File: config.mk
export PLATFORM = sky130hd
export DESIGN_NAME = wb_interconnect
export DESIGN_NICKNAME = d
export VERILOG_FILES = /design/src/rtl/wb_interconnect.sv
export SDC_FILE = /design/constraint.sdc
export NUM_CORES = 1
export LEC_CHECK = 0
export CORE_AREA = 3 3 134 136
export DETAILED_ROUTE_END_ITERATION = 10
export DIE_AREA = 0 0 137 139
export GPL_TIMING_DRIVEN = 0
export PLACE_DENSITY_LB_ADDON = 0.08
export SLEW_MARGIN = 10
export SYNTH_ARGS = -nofsm -noshare
export SYNTH_HDL_FRONTEND = slang
export SYNTH_SLANG_ARGS = --single-unit
File: constraint.sdc
create_clock -name wb_clk_i -period 1.9 [get_ports wb_clk_i]
set_input_delay 0.38 -clock wb_clk_i [delete_from_list [all_inputs] [get_ports wb_clk_i]]
set_output_delay 0.38 -clock wb_clk_i [all_outputs]
set_load 0.005 [all_outputs]
File: src/rtl/wb_interconnect.sv
// rtl/wb_interconnect.sv - single-master to NSLAVES-slave Wishbone address decoder and router
//
// Optional feature: define WB_INTERCONNECT_TIMEOUT_EN to enable the slave ack timeout.
//
// Ports:
//   wb_clk_i, wb_rst_i                    clock, synchronous active-high reset
//   wbm_adr_i/dat_i/we_i/sel_i/stb_i/cyc_i master request
//   wbm_dat_o/ack_o/err_o                 master response
//   wbs_adr_o/dat_o/we_o/sel_o            request broadcast to every slave
//   wbs_cyc_o/stb_o                       one-hot per-slave cycle and strobe
//   wbs_dat_i/ack_i                       flat per-slave read data and ack
//   err_adr_o/err_cause_o                 last errored address, cause (01 unmapped, 10 timeout)
module wb_interconnect #(
  parameter int                      NSLAVES        = 4,
  parameter logic [NSLAVES*32-1:0]   SLAVE_BASE     = '0,
  parameter logic [NSLAVES*32-1:0]   SLAVE_SIZE     = '0,
  parameter int                      TIMEOUT_CYCLES = 255
) (
  input  logic                  wb_clk_i,
  input  logic                  wb_rst_i,
  input  logic [31:0]           wbm_adr_i,
  input  logic [31:0]           wbm_dat_i,
  input  logic                  wbm_we_i,
  input  logic [3:0]            wbm_sel_i,
  input  logic                  wbm_stb_i,
  input  logic                  wbm_cyc_i,
  output logic [31:0]           wbm_dat_o,
  output logic                  wbm_ack_o,
  output logic                  wbm_err_o,
  output logic [31:0]           wbs_adr_o,
  output logic [31:0]           wbs_dat_o,
  output logic                  wbs_we_o,
  output logic [3:0]            wbs_sel_o,
  output logic [NSLAVES-1:0]    wbs_cyc_o,
  output logic [NSLAVES-1:0]    wbs_stb_o,
  input  logic [NSLAVES*32-1:0] wbs_dat_i,
  input  logic [NSLAVES-1:0]    wbs_ack_i,
  output logic [31:0]           err_adr_o,
  output logic [1:0]            err_cause_o
);

  localparam int IW = (NSLAVES > 1) ? $clog2(NSLAVES) : 1;

  if (NSLAVES < 1 || NSLAVES > 16 || TIMEOUT_CYCLES < 1 || TIMEOUT_CYCLES > 65535) begin : g_param_check
    $error("wb_interconnect: NSLAVES or TIMEOUT_CYCLES out of range");
  end

  typedef enum logic [1:0] {
    IDLE   = 2'd0,
    DECODE = 2'd1,
    BUSY   = 2'd2,
    ERR    = 2'd3
  } state_t;

  state_t          state, state_nx;
  logic [IW-1:0]   sel_q, dec_idx;
  logic            hit_q, dec_hit;
  logic [31:0]     adr_q;
  logic            ack_sel;
  logic            accept;
  logic            cap_err;
  logic [1:0]      cap_cause;
  logic [31:0]     slave_dat [NSLAVES];

`ifdef WB_INTERCONNECT_TIMEOUT_EN
  logic [15:0]     tmo_cnt;
`endif

  for (genvar g = 0; g < NSLAVES; g++) begin : g_dat
    assign slave_dat[g] = wbs_dat_i[32*g +: 32];
  end

  // Request fields go to every slave unregistered; only cyc/stb select the target.
  assign wbs_adr_o = wbm_adr_i;
  assign wbs_dat_o = wbm_dat_i;
  assign wbs_we_o  = wbm_we_i;
  assign wbs_sel_o = wbm_sel_i;

  assign ack_sel = wbs_ack_i[sel_q];
  assign accept  = (state == IDLE) && wbm_cyc_i && wbm_stb_i;

  // Scan from the highest index down so the lowest matching slave is the last write and wins.
  always_comb begin
    dec_idx = '0;
    dec_hit = 1'b0;
    for (int k = NSLAVES - 1; k >= 0; k--) begin
      if ((wbm_adr_i & ~(SLAVE_SIZE[32*k +: 32] - 32'd1)) == SLAVE_BASE[32*k +: 32]) begin
        dec_idx = IW'(k);
        dec_hit = 1'b1;
      end
    end
  end

  always_ff @(posedge wb_clk_i) begin
    if (wb_rst_i) state <= IDLE;
    else          state <= state_nx;
  end

  always_comb begin
    state_nx  = state;
    wbm_ack_o = 1'b0;
    wbm_err_o = 1'b0;
    wbm_dat_o = 32'd0;
    wbs_cyc_o = '0;
    wbs_stb_o = '0;
    cap_err   = 1'b0;
    cap_cause = 2'b00;
    case (state)
      IDLE: begin
        if (accept) state_nx = DECODE;
      end
      DECODE: begin
        if (!wbm_cyc_i) begin
          state_nx = IDLE;
        end else if (hit_q) begin
          state_nx = BUSY;
        end else begin
          state_nx  = ERR;
          cap_err   = 1'b1;
          cap_cause = 2'b01;
        end
      end
      BUSY: begin
        // Strobes are qualified by cyc so a dropped cycle releases the slave immediately.
        for (int k = 0; k < NSLAVES; k++) begin
          if (sel_q == IW'(k)) begin
            wbs_cyc_o[k] = wbm_cyc_i;
            wbs_stb_o[k] = wbm_cyc_i & wbm_stb_i;
          end
        end
        wbm_ack_o = ack_sel;
        wbm_dat_o = slave_dat[sel_q];
        if (!wbm_cyc_i || ack_sel) begin
          state_nx = IDLE;
`ifdef WB_INTERCONNECT_TIMEOUT_EN
        end else if (tmo_cnt == 16'(TIMEOUT_CYCLES - 1)) begin
          // This is the last strobed cycle; the counter reaches the limit on the transition.
          state_nx  = ERR;
          cap_err   = 1'b1;
          cap_cause = 2'b10;
`endif
        end
      end
      ERR: begin
        wbm_err_o = wbm_cyc_i;
        state_nx  = IDLE;
      end
      default: state_nx = IDLE;
    endcase
    // State only updates at the edge, so hold every termination and strobe low while reset is high.
    if (wb_rst_i) begin
      wbm_ack_o = 1'b0;
      wbm_err_o = 1'b0;
      wbm_dat_o = 32'd0;
      wbs_cyc_o = '0;
      wbs_stb_o = '0;
    end
  end

  always_ff @(posedge wb_clk_i) begin
    if (wb_rst_i) begin
      sel_q       <= '0;
      hit_q       <= 1'b0;
      adr_q       <= 32'd0;
      err_adr_o   <= 32'd0;
      err_cause_o <= 2'b00;
`ifdef WB_INTERCONNECT_TIMEOUT_EN
      tmo_cnt     <= 16'd0;
`endif
    end else begin
      if (accept) begin
        sel_q <= dec_idx;
        hit_q <= dec_hit;
        adr_q <= wbm_adr_i;
      end
      if (cap_err) begin
        err_adr_o   <= adr_q;
        err_cause_o <= cap_cause;
      end
`ifdef WB_INTERCONNECT_TIMEOUT_EN
      if (state == DECODE)
        tmo_cnt <= 16'd0;
      else if (state == BUSY && !ack_sel)
        tmo_cnt <= tmo_cnt + 16'd1;
`endif
    end
  end

endmodule
==> results.md, run 1 <==
* Cell Area, Synth at 0.003659 mm2
* Flop pwr share at 37.4%
* Die height at 139 um
* Synth top area share at 37.21%
* Total gr overflow at 0
* Final worst slack at 0.03414 ns
* Async S/R FF share, synth at 0%
* Crit path time final at 1.866 ns
* Share of cells above drive strength 1 at 23.86%
* Slowest cell delay on critical path at 0.50 ns
* Crit-path max FO at 2
* Avg Cell Area, Syn at 9.653 um2
* PD cells at 631.4 mW/mm2
* Die ar. at 0.01904 mm2
* Most frequent CP cell: clkdlybuf4s50_1
* CP Depth at 3
* Prevailing post-synth register cell: dfxtp_1
* Maximum vdd drop at 391.9 uV
* Core area at 0.01706 mm2
* Mapped Cells at 379
* Clk network pwr share at 45.4%
* Finished Core Util at 36.75%
* Sw Ratio at 21.25%
* CTS root buf: clkbuf_16
* CP max-delay cell: clkdlybuf4s50_1
* RSZ-0062 raised after global routing: false
* Unique masters post-synth at 20
* CP arrival at 1.49 ns
* Crit path buf inv count at 3
* Combinational share of power at 17.1%
* TritonCTS Buffers at 9
* TritonRoute pass-1 iters at 4
* Initial antenna violation count at 0
* Detailed placement HPWL at 9051 um
* Rel. slew slack at 64.03%
* Storage cell area at 0.001369 mm2
* #FFs+latches synth at 68
* Vias/cell at 3.791
* Leakage power at 0.002767 uW
* Fill cells at 1750
* HP Class: input port to flop
* Hold depth at 3
* Placement row count at 48
* Synth Warn # at 0
* Clock slew at reported path FFs at 0.05 ns
* Sequential share of the synthesized area at 37.21%
* # hold bufs at CTS at 0
* Post-synth EDFFs at 0
* CTS max path bufs at 2
* Remaining DRCs at 0
* Largest delay share family, worst path: buffers and inverters
* Pre-CTS setup slack at -0.9957 ns
* Endpoints failing setup at 0
* Largest cells by area after synthesis: dfxtp_1 37%, mux2i_1 18%, nand2b_1 17%
* Worst skew pair latency at 0.33 ns
* Final Power at 3958 uW
* CTS tree: done
* Path type of the worst setup path: input port to output port
* Int Pwr at 3117 uW
* Tightest Pin Transition at 0.5396 ns
* IO Pins at 350
* Synth area leader: dfxtp_1
* Vias in the first global route at 3250
* Largest net degree at the start of global routing at 12
* Crit path cell chain: clkdlybuf4s50_1 -> buf_4 -> clkdlybuf4s50_1
* Via count at 3173
* Initial DRC Count at 41
* CTS H-tree lvls at 3
* Achievable frequency at 0.5359 GHz
* Register-to-Register Path Depth at 5
* Slew Viols, Final at 0
* Detail Route Antenna Nets at 0
* Critical Path RT at 1.52 ns
* First-pass GRT wire length at 17800 um
* Avg WL per Cell at 13.92 um
* Startpoint Class: input port
* ANT cells at 0
* CP Capture Type: output port
* Layout net count at 812
* Multi-input gate area at 0.001614 mm2
* IO Port Bufs at 206
* Die X at 137 um
* Top cells by count, synth: 98 x nand2b_1, 78 x buf_4, 68 x dfxtp_1
* Initial core utilization at 21.45%
* Layout Skew at 0.007042 ns
* Max-cap violations at 0
* Sw Pwr at 841.1 uW
* GRT Overall Usage at 12.13%
* Period utilization at 98.20%
* Clock Sinks at 68
* GPL Wtd Cong at 0.6960
* Area delta synth->final at 71.34%
* Count leader, synth: nand2b_1
* Status: completed
* Final Hold Viols at 0
* Final wirelength at 11650 um
==> per-layer routing <==
layer,track usage [%],part of all wire (%)
met5,0,0
met4,4.254,1.3
met1,14.12,40
met3,4.935,10
met2,20.01,48
==> cells in the final DEF, fill, tap and decap left out, drive strengths merged, types with 4 or more instances in the layout <==
cell	instances
clkdlybuf4s50	164
buf	116
nand2b	98
dfxtp	68
mux2i	64
and2	34
clkbuf	32
conb	7
dlygate4sd2	4
==> power groups by stage <==
stage	registers, uW	clock network (uW)	logic, uW
global route	1490	1930	739
CTS	1480	1850	699
detailed placement	1520	0	688
floorplan	1510	0	306
global placement	1520	0	683
finish	1480	1800	679
==> tightest hold or removal path, delay by kind of cell <==
| kind | cells | cell delay [ns] |
|---|---|---|
| buffers and inverters | 1 | 0.14 |
| and+or+nand+nor | 1 | 0.07 |
| muxes | 1 | 0.06 |
==> final cells by class <==
cell class	count	share of cell area [%]
Timing Repair Buffer	214	31.34
Tap cell	225	4.491
Sequential cell	68	21.84
Inverter	2	0.1198
Buffer	95	11.38
Clock inverter	4	1.158
Multi-Input combinational cell	217	25.75
Clock buffer	12	3.932
==> cell families after synthesis <==
kind of cell	count (synthesis)	synth area share (%)
AO/OA/AOI/OAI	4	0.7522
buffers and inverters	100	19.46
multiplexers	64	17.51
AND/OR/NAND/NOR	142	24.97
flip-flops	68	37.21
other	1	0.1025
==> final timing paths <==
path	slack [ns]	to	startpoint
max	0.03	wbs_adr_o[30]	wbm_adr_i[30]
max reg2reg	0.42	adr_q[30]$_SDFFE_PP0P_	state[0]$_SDFFE_PP0P_
min	0.36	adr_q[11]$_SDFFE_PP0P_	wbm_adr_i[11]
min reg2reg	0.45	err_cause_o[0]$_SDFFE_PP0P_	err_cause_o[0]$_SDFFE_PP0P_
==> sequential cells by signal (all words and copies together) (netlist names) <==
register     cells
err_adr_o       32
err_cause_o      1
adr_q           32
state            2
hit_q            1
==> per-stage QoR <==
step	instances	TNS, ns	instance area [um2]	hold slack [ns]
2_1_floorplan	385	0	3681	0.4344
3_3_place_gp	816	-43.04	6025	0.4455
3_5_place_dp	816	-46.01	6025	0.4423
4_1_cts	840	-0.3805	6347	0.4494
5_1_grt	837	0	6269	0.3914
6_report	837	0	6269	0.3627
==> timing repair <==
item,in CTS,in global routing
resized for setup,138,18
pin swaps,1,1
buffers inserted,8,0
setup endpoints to repair,38,37
(Power assumes the default switching activity.)
==> inputs of run 2 (changes only) <==
- GPL_TIMING_DRIVEN: 0 -> unset
==> run 2 against run 1 <==
Compared with the run above:
- worst setup slack gained 0.028 ns
- count of clock-buffer cells in the layout down 2
- cell count is 14% lower
- total power fell by 4.1%
- register-to-register slack improved by 0.07 ns
- sequential power barely moved
- wire length down 10%
- clock power grew 2%
- combinational power down 30%
- maximum frequency increased by 1.5%
- critical path type is now flop to output port
- critical endpoint is now wbm_dat_o[6]
- largest cell class unchanged
- largest power group unchanged
==> results.md, run 2 (same netlist as run 1, synthesis figures left out) <==
* First-pass GRT wire length at 15840 um
* Leakage power at 0.002273 uW
* ANT cells at 0
* Vias in the first global route at 2756
* CTS H-tree lvls at 3
* Die X at 137 um
* Clock slew at reported path FFs at 0.06 ns
* Initial antenna violation count at 0
* Commonest non-fill, non-tap cell in the layout: clkdlybuf4s50_1
* Core area at 0.01706 mm2
* Layout net count at 698
* Sw Pwr at 830.4 uW
* TritonRoute pass-1 iters at 4
* Flop pwr share at 39.1%
* Detail Route Antenna Nets at 0
* CTS max path bufs at 2
* Final wirelength at 10480 um
* Clk network pwr share at 48.4%
* Critical Path RT at 1.52 ns
* Vias/cell at 3.743
* Placed inst area at 0.005127 mm2
* RSZ-0062 raised after global routing: true
* Slew Viols, Final at 0
* CP max-delay cell: dfxtp_2
* Final worst slack at 0.06198 ns
* GPL Wtd Cong at 0.6713
* TritonCTS Buffers at 9
* Crit path time final at 1.838 ns
* Detailed placement HPWL at 7406 um
* Period utilization at 96.74%
* # hold bufs at CTS at 0
* Die height at 139 um
* Endpoints failing setup at 0
* Via count at 2706
* Share of cells above drive strength 1 at 16.67%
* Clock Sinks at 68
* Area delta synth->final at 49.45%
* Sw Ratio at 21.87%
* Tightest Pin Transition at 0.7638 ns
* Crit path buf inv count at 3
* CP arrival at 1.46 ns
* Crit-path max FO at 8
* Cell area after layout at 0.005468 mm2
* Status: completed
* GRT Overall Usage at 10.87%
* Initial DRC Count at 100
* Largest net degree at the start of global routing at 100
* Placement row count at 48
* Initial core utilization at 21.45%
* Setup TNS at 0 ns
* Achievable frequency at 0.5441 GHz
* PD cells at 694.4 mW/mm2
* Crit path cell chain: nor3b_4 -> buf_6 -> buf_8 -> and2_1 -> clkdlybuf4s15_1
* Die ar. at 0.01904 mm2
* Path type of the worst setup path: flop to output port
* Most frequent cells in the layout: 131 x clkdlybuf4s50_1, 98 x nand2b_1, 66 x dfxtp_1
* IO Pins at 350
* Slowest cell delay on critical path at 0.33 ns
* CP Capture Type: output port
* Int Pwr at 2967 uW
* Remaining DRCs at 0
* Largest delay share family, worst path: buffers and inverters
* Maximum vdd drop at 363.5 uV
* Total gr overflow at 0
* Largest registers: adr_q x32, err_adr_o x32, state x2
* CTS tree: done
* Pre-CTS setup slack at -0.2142 ns
* HP Class: flop to flop
* Final Hold Viols at 0
* Rel. slew slack at 49.08%
* Startpoint Class: flop
* Max-cap violations at 0
* Combinational share of power at 12.5%
* Avg WL per Cell at 14.50 um
* CTS root buf: clkbuf_16
* IO Port Bufs at 169
* Layout Skew at 0.006210 ns
* Worst skew pair latency at 0.33 ns
==> run 2: layer usage <==
layer	part of all wire [%]	global-route usage, %	routed length (um)	vias to the layer above
met4	2.6	5.042	277	0
met2	45	16.68	4737	105
li1	-	-	-	1358
met3	12	5.660	1239	32
met5	0	0	0	-
met1	40	12.44	4226	1211
==> run 2: per-stage QoR <==
| step | hold slack [ns] | util [%] | instances | power [uW] |
|---|---|---|---|---|
| finish | 0.4460 | 32.06 | 723 | 3797 |
| global route | 0.4634 | 32.06 | 723 | 3965 |
| CTS | 0.4464 | 32.08 | 723 | 3880 |
| detailed placement | 0.4374 | 30.06 | 697 | 1994 |
| global placement | 0.4465 | 30.06 | 697 | 1991 |
| floorplan | 0.4344 | - | 385 | 1820 |
==> run 2: repair_timing <==
item                       CTS  global route
setup endpoints to repair   36             8
gates cloned                 3             0
resized for setup          125            22
setup buffers                7             1
pin swaps                    1             1
==> run 2: worst reg2reg max path, delay by kind of cell (launching register included) <==
family,cells,cell delay (ns)
buffers and inverters,2,0.43
DFF,1,0.32
muxes,1,0.22
and+or+nand+nor,1,0.37
==> run 2: final timing paths <==
path | to | slack [ns] | cells after the start | startpoint
min reg2reg | err_cause_o[0]$_SDFFE_PP0P_ | 0.45 | 2 | err_cause_o[0]$_SDFFE_PP0P_
min | err_cause_o[0]$_SDFFE_PP0P_ | 0.45 | 2 | err_cause_o[0]$_SDFFE_PP0P_
max reg2reg | adr_q[5]$_SDFFE_PP0P_ | 0.49 | 4 | state[1]$_SDFFE_PP0P_
max | wbm_dat_o[6] | 0.06 | 5 | state[0]$_SDFFE_PP0P_
==> run 2: area by class of cell <==
type | instances | area [um2]
fill | 1773 | 11590
timing repair buffer | 195 | 1826
sequential | 68 | 1364
clock inverter | 6 | 86.33
tap | 225 | 281.5
clock buffer | 10 | 239.0
multi-input combinational | 217 | 1664
inverter | 2 | 7.507
==> run 2: power groups by stage <==
stage          Combinational, uW  Sequential, uW  Clock, uW
3_5_place_dp                 480            1510          0
6_report                     476            1480       1840
5_1_grt                      518            1490       1960
3_3_place_gp                 477            1510          0
4_1_cts                      486            1480       1910
2_1_floorplan                306            1510          0
==> inputs of run 3 (changes only) <==
- clock period: 1.9 -> 1.8 ns (I/O delays scaled with it)
==> run 3 against run 2 <==
Compared with the run above:
- worst setup slack worse by 0.051 ns
- die area unchanged
- clock skew up 0.0011 ns
- first-iteration DRC count down 60%
- combinational power up 7.8%
- hold slack better by 0.0058 ns
- critical endpoint is now wbm_dat_o[24]
- cell count up 0.41%
- critical path type unchanged
- count of clock-buffer cells in the layout up 3
- cell area up 1.8%
- clock power up 5%
==> results.md, run 3 (same netlist as run 1, synthesis figures left out) <==
* IO Pins at 350
* CTS root buf: clkbuf_16
* Critical Path RT at 1.44 ns
* Worst skew pair latency at 0.33 ns
* Status: completed
* Initial antenna violation count at 0
* PD cells at 721.8 mW/mm2
* Via count at 2749
* Remaining DRCs at 0
* Fill cells at 1782
* Crit path time final at 1.789 ns
* Hold depth at 2
* Slew Viols, Final at 0
* Largest net degree at the start of global routing at 100
* TritonCTS Buffers at 9
* Largest registers: adr_q x32, err_adr_o x32, state x2
* CTS H-tree lvls at 3
* Achievable frequency at 0.5589 GHz
* Path type of the worst setup path: flop to output port
* Total gr overflow at 0
* ANT cells at 0
* Period utilization at 99.40%
* Startpoint Class: flop
* Layout Skew at 0.007345 ns
* Detail Route Antenna Nets at 0
* Initial DRC Count at 40
* Avg WL per Cell at 14.62 um
* Leakage power at 0.002323 uW
* Clock slew at reported path FFs at 0.05 ns
* Detailed placement HPWL at 7290 um
* Core area at 0.01706 mm2
* CP arrival at 1.43 ns
* CTS max path bufs at 2
* HP Class: flop to flop
* Tightest Pin Transition at 0.7707 ns
* Register-to-Register Path Depth at 4
* Commonest non-fill, non-tap cell in the layout: clkdlybuf4s50_1
* Cell area after layout at 0.005565 mm2
* Share of cells above drive strength 1 at 19.76%
* Vias/cell at 3.787
* Final wirelength at 10620 um
* Storage cell area at 0.001364 mm2
* Crit-path max FO at 8
* Multi-input gate area at 0.001687 mm2
* Placed inst area at 0.005142 mm2
* Area delta synth->final at 52.12%
* Initial core utilization at 21.45%
* Final Hold Viols at 0
* CTS tree: done
* TritonRoute pass-1 iters at 4
* Die height at 139 um
* Rel. slew slack at 48.62%
* CP Capture Type: output port
* Placement row count at 48
* Layout net count at 701
* Endpoints failing setup at 0
* GRT Overall Usage at 11.05%
* Max-cap violations at 0
* IO Port Bufs at 169
* First-pass GRT wire length at 16130 um
* Die X at 137 um
* Most frequent cells in the layout: 131 x clkdlybuf4s50_1, 98 x nand2b_1, 66 x dfxtp_1
* Clock Sinks at 68
* Maximum vdd drop at 405.0 uV
* Setup TNS at 0 ns
* RSZ-0062 raised after global routing: true
* Die ar. at 0.01904 mm2
* Vias in the first global route at 2812
* GPL Wtd Cong at 0.6765
* # hold bufs at CTS at 0
run 3: cell types whose count changed in the layout (fill, tap and decap cells not counted), moves of 6 or more:
cell and delta:
and2_1 -9, and2_4 +9, buf_6 +10, clkdlybuf4s15_1 -6
run 3: worst paths after layout:
kind | startpoint | end | slack [ns]
worst max-delay path | state[0]$_SDFFE_PP0P_ | wbm_dat_o[24] | 0.01
worst min-delay path | err_cause_o[0]$_SDFFE_PP0P_ | err_cause_o[0]$_SDFFE_PP0P_ | 0.45
worst max register to register | state[1]$_SDFFE_PP0P_ | adr_q[5]$_SDFFE_PP0P_ | 0.38
worst min register to register | err_cause_o[0]$_SDFFE_PP0P_ | err_cause_o[0]$_SDFFE_PP0P_ | 0.45
run 3: worst max-delay path, cell delays in order, from the launching register on:
cell and delay (ns):
dfxtp_2 0.33, nor3b_4 0.17, buf_6 0.15, buf_6 0.11, buf_8 0.11, and2_1 0.11
buf_2 0.11
run 3: area by class of cell:
cell class	instances	area share (%)
Tap cell	225	5.058
Sequential cell	68	24.51
Clock buffer	13	4.676
Timing Repair Buffer	198	34.08
Clock inverter	3	1.237
Inverter	2	0.1349
Multi-Input combinational cell	217	30.31
run 3: timing repair:
action / in CTS / in global routing
gates cloned: 4 / 0
gates resized for setup: 182 / 1
endpoints found under the setup margin: 36 / 29
pin swaps: 10 / 0
hold endpoints to repair: 0 / 0
buffers inserted: 8 / 0
run 3: power breakdown:
group          leakage, uW  internal, uW  switching [uW]
Combinational      0.00161           336             177
Sequential        0.000553          1550            14.9
Clock             0.000160          1290             645
Total              0.00232          3180             837
run 3: metal layers:
| metal | global-route usage (%) | vias up | part of all wire (%) |
|---|---|---|---|
| met1 | 12.12 | 1230 | 39 |
| met3 | 5.878 | 39 | 12 |
| li1 | - | 1371 | - |
| met4 | 5.147 | 0 | 3.2 |
| met2 | 17.48 | 109 | 46 |
| met5 | 0 | - | 0 |
run 3: metrics by stage:
step                util (%)  power, uW  setup WS [ns]  instances  hold slack [ns]
global placement       30.15       2105        -0.2802        699           0.4451
global route           32.63       4190       -0.06718        726           0.4712
floorplan                  -       1922         0.3667        385           0.4344
finish                 32.63       4017        0.01072        726           0.4518
detailed placement     30.15       2111        -0.2782        699           0.4472
CTS                    32.61       4119       -0.01361        726           0.4386
==> patch 1 (config.mk and constraints of run 3) <==
Build with the macro `WB_INTERCONNECT_TIMEOUT_EN` defined.
--- a/src/rtl/wb_interconnect.sv
+++ b/src/rtl/wb_interconnect.sv
@@ -11,4 +11,6 @@
 //   wbs_dat_i/ack_i                       flat per-slave read data and ack
 //   err_adr_o/err_cause_o                 last errored address, cause (01 unmapped, 10 timeout)
+`define WB_INTERCONNECT_TIMEOUT_EN
+
 module wb_interconnect #(
   parameter int                      NSLAVES        = 4,
Formal check against the unedited RTL: no difference found for any inputs over 4 cycles, from zero or initial values and one cycle with wb_rst_i high; that may be too few to reach the edited logic, so the function may still have changed.
==> patch 1 against run 3 <==
- the run now ends with negative setup slack left
- core utilization up 13 points
- power up 24%
- sequential cell count up 17
- wire length up 53%
- clock power down 4%
- first-iteration DRC count rose to 5.6 times the old value
- fmax down 6.2%
- design area up 39%
- combinational power up 100%
- global-route usage up 5.0 points
- setup slack worse by 0.12 ns
- area after synthesis up 33%
- largest power group is now registers
==> patch 1: results (changes against run 3) <==
status - finished with violations (was complete, no violations)
violated checks - negative setup slack
Peak VDD IR - 0.425 mV (was 0.405 mV)
Area contributors post-synth - dfxtp_1, buf_4, nand2_1 (was dfxtp_1, mux2i_1, nand2b_1)
Lkg Pwr - 2.96 nW (was 2.32 nW)
number of global-route vias before repair - 4525 (was 2812)
# clk buffers - 12 (was 13)
synth unique cells - 41 (was 20)
met2 Use GR - 26.2% (was 17.5%)
cells after synthesis - 610 (was 379)
inverter count - 9 (was 2)
post-synthesis compound-gate area fraction - 14.3% (was 0.752%)
fraction of area in registers - 22.1% (was 24.5%)
r2r setup slk - -0.08 ns (was 0.38 ns)
Final WS setup - -0.107 ns (was 0.0107 ns)
dpl ws - -0.344 ns (was -0.278 ns)
initial drt markers - 225 (was 40)
Worst Tran Pin Value - 0.518 ns (was 0.771 ns)
mux cell area share after synthesis - 2.06% (was 17.5%)
Int Pwr - 3.75 mW (was 3.18 mW)
top cells by count, synth - nand2_1, dfxtp_1, buf_4, nand3_1, clkbuf_1 (was nand2b_1, buf_4, dfxtp_1, mux2i_1, and2_1)
reg2reg end - tmo_cnt[12]$_SDFFE_PP0P_ (was adr_q[5]$_SDFFE_PP0P_)
All-Layer GR Usage - 16.1% (was 11.1%)
multi-input logic portion of the cell area - 36.0% (was 30.3%)
Port Buffer Count - 170 (was 169)
# resized after CTS - 227 (was 182)
Comb power frac - 21.0% (was 12.8%)
net switching power - 1.25 mW (was 0.837 mW)
Plain + repair buffers - 238 (was 198)
Clock Skews - 0.00653 ns (was 0.00735 ns)
Reg2Reg Depth - 8 (was 4)
Final setup viols - 39 (was 0)
Setup TNS Final - -3.34 ns (was 0 ns)
Clock Sinks - 85 (was 68)
nets@finish - 955 (was 701)
share of cells above drive strength 1 - 28.1% (was 19.8%)
fillcell total - 1653 (was 1782)
DR WL met3 - 646 microns (was 1.26 mm)
met2 WL - 8.07 mm (was 4.86 mm)
global-route met3 utilization - 3.41% (was 5.88%)
worst setup path endpoint - wbm_dat_o[31] (was wbm_dat_o[24])
Post-Synth Adder-Cell Area - 1.81% (was 0%)
DPL Wire Length - 10.3 mm (was 7.29 mm)
vias per cell - 4.80 (was 3.79)
sequential area share after synthesis - 35.1% (was 37.2%)
XOR/XNOR Fraction of Synth Area - 1.81% (was 0%)
Multi-input comb cells - 400 (was 217)
met1 usage - 21.5% (was 12.1%)
first-pass GRT wire length - 24.6 mm (was 16.1 mm)
Final Non-Filler Cells - 972 (was 726)
routed metal-1 wire length - 7.35 mm (was 4.16 mm)
design area - 7720 sq um (was 5570 sq um)
Final clock-cell share - 3.79% (was 5.91%)
## patch 1: worst min path at each step
| stage | startpoint | endpoint | slack, ns | cells past startpoint |
|---|---|---|---|---|
| 2_1_floorplan | adr_q[0]$_SDFFE_PP0P_ | adr_q[0]$_SDFFE_PP0P_ | 0.44 | 2 |
| 3_3_place_gp | adr_q[19]$_SDFFE_PP0P_ | adr_q[19]$_SDFFE_PP0P_ | 0.44 | 2 |
| 3_5_place_dp | adr_q[8]$_SDFFE_PP0P_ | adr_q[8]$_SDFFE_PP0P_ | 0.45 | 2 |
| 4_1_cts | adr_q[8]$_SDFFE_PP0P_ | adr_q[8]$_SDFFE_PP0P_ | 0.46 | 2 |
| 5_1_grt | adr_q[9]$_SDFFE_PP0P_ | adr_q[9]$_SDFFE_PP0P_ | 0.47 | 2 |
| 6_report | adr_q[8]$_SDFFE_PP0P_ | adr_q[8]$_SDFFE_PP0P_ | 0.45 | 2 |
==> patch 2 (settings of run 3) <==
Without the edit above. Re-encode `state_t` (4 states) as one-hot, 4 bits wide.
--- a/src/rtl/wb_interconnect.sv
+++ b/src/rtl/wb_interconnect.sv
@@ -46,9 +46,9 @@
   end
 
-  typedef enum logic [1:0] {
-    IDLE   = 2'd0,
-    DECODE = 2'd1,
-    BUSY   = 2'd2,
-    ERR    = 2'd3
+  typedef enum logic [3:0] {
+    IDLE   = 4'b0001,
+    DECODE = 4'b0010,
+    BUSY   = 4'b0100,
+    ERR    = 4'b1000
   } state_t;
 
Function: same outputs for any inputs over 4 cycles, from zero or initial values and one cycle with wb_rst_i high; so few cycles prove little.
==> patch 2 against run 3 <==
- the flow now finishes with violations (negative setup slack)
- design area rose by 5.6%
- power fell by 3.9%
- setup slack got worse by 0.18 ns
- area after synthesis is 2.2% higher
- sequential cell count grew 2
- wire length up 2.3%
- combinational power decreased by 3%
- first-iteration DRC count increased by 7.5%
- register-to-register slack got worse by 0.45 ns
- critical path type unchanged
==> patch 2: results (changes against run 3) <==
status - finished with violations (was complete, no violations)
violated checks - negative setup slack
Final setup viols - 37 (was 0)
DPL Wire Length - 7.83 mm (was 7.29 mm)
dpl ws - -0.572 ns (was -0.278 ns)
cells after synthesis - 387 (was 379)
sequential area share after synthesis - 37.5% (was 37.2%)
nets@finish - 726 (was 701)
Clk pwr share - 45.4% (was 48.2%)
largest net degree at the start of global routing - 54 (was 100)
Lkg Pwr - 2.46 nW (was 2.32 nW)
crit path max fanout - 4 (was 8)
Setup TNS Final - -2.99 ns (was 0 ns)
Regs by FF count - adr_q x32, err_adr_o x32, state x4 (was adr_q x32, err_adr_o x32, state x2)
r2r setup slk - -0.07 ns (was 0.38 ns)
reg2reg end - state[0]$_SDFFE_PP1P_ (was adr_q[5]$_SDFFE_PP0P_)
synth unique cells - 27 (was 20)
WP data arrival - 1.61 ns (was 1.43 ns)
mux cell area share after synthesis - 17.1% (was 17.5%)
share of cells above drive strength 1 - 26.7% (was 19.8%)
DR WL met3 - 1.30 mm (was 1.26 mm)
initial drt markers - 43 (was 40)
register share of total power - 41.7% (was 39.0%)
CP Launch Point - state[1]$_SDFFE_PP0P_ (was state[0]$_SDFFE_PP0P_)
met1 usage - 11.9% (was 12.1%)
Final WS setup - -0.172 ns (was 0.0107 ns)
Peak VDD IR - 0.357 mV (was 0.405 mV)
Power Total - 3.86 mW (was 4.02 mW)
[patch 2: layout make-up]
cell class	count	area, sq um
Clock buffer	11	243
Clock inverter	4	47.5
Sequential cell	70	1410
Timing Repair Buffer	214	2100
Fill cell	1726	11200
Inverter	1	3.75
Tap cell	225	282
Multi-Input combinational cell	225	1800
[patch 2: cell families (layout without fill, tap and decap cells)]
kind of cell | count (synthesis) | after routing
AO/OA/AOI/OAI | 6 | 6
multiplexers | 64 | 64
flip-flops | 70 | 70
buffers and inverters | 98 | 230
AND/OR/NAND/NOR | 148 | 148
other | 1 | 7
[patch 2: repair_timing]
item | in CTS | in global routing
buffers inserted | 15 | 2
resized for setup | 202 | 31
pin swaps | 31 | 6
cloned | 4 | 0
setup endpoints to repair | 49 | 76
[patch 2: worst max-delay path, cell delays in order (launching register included)]
cell and delay [ns]:
dfxtp_2 0.32, nand2b_4 0.14, nor4_4 0.14, buf_6 0.15, buf_6 0.10, buf_6 0.11
buf_6 0.10, and2_4 0.13, buf_6 0.08
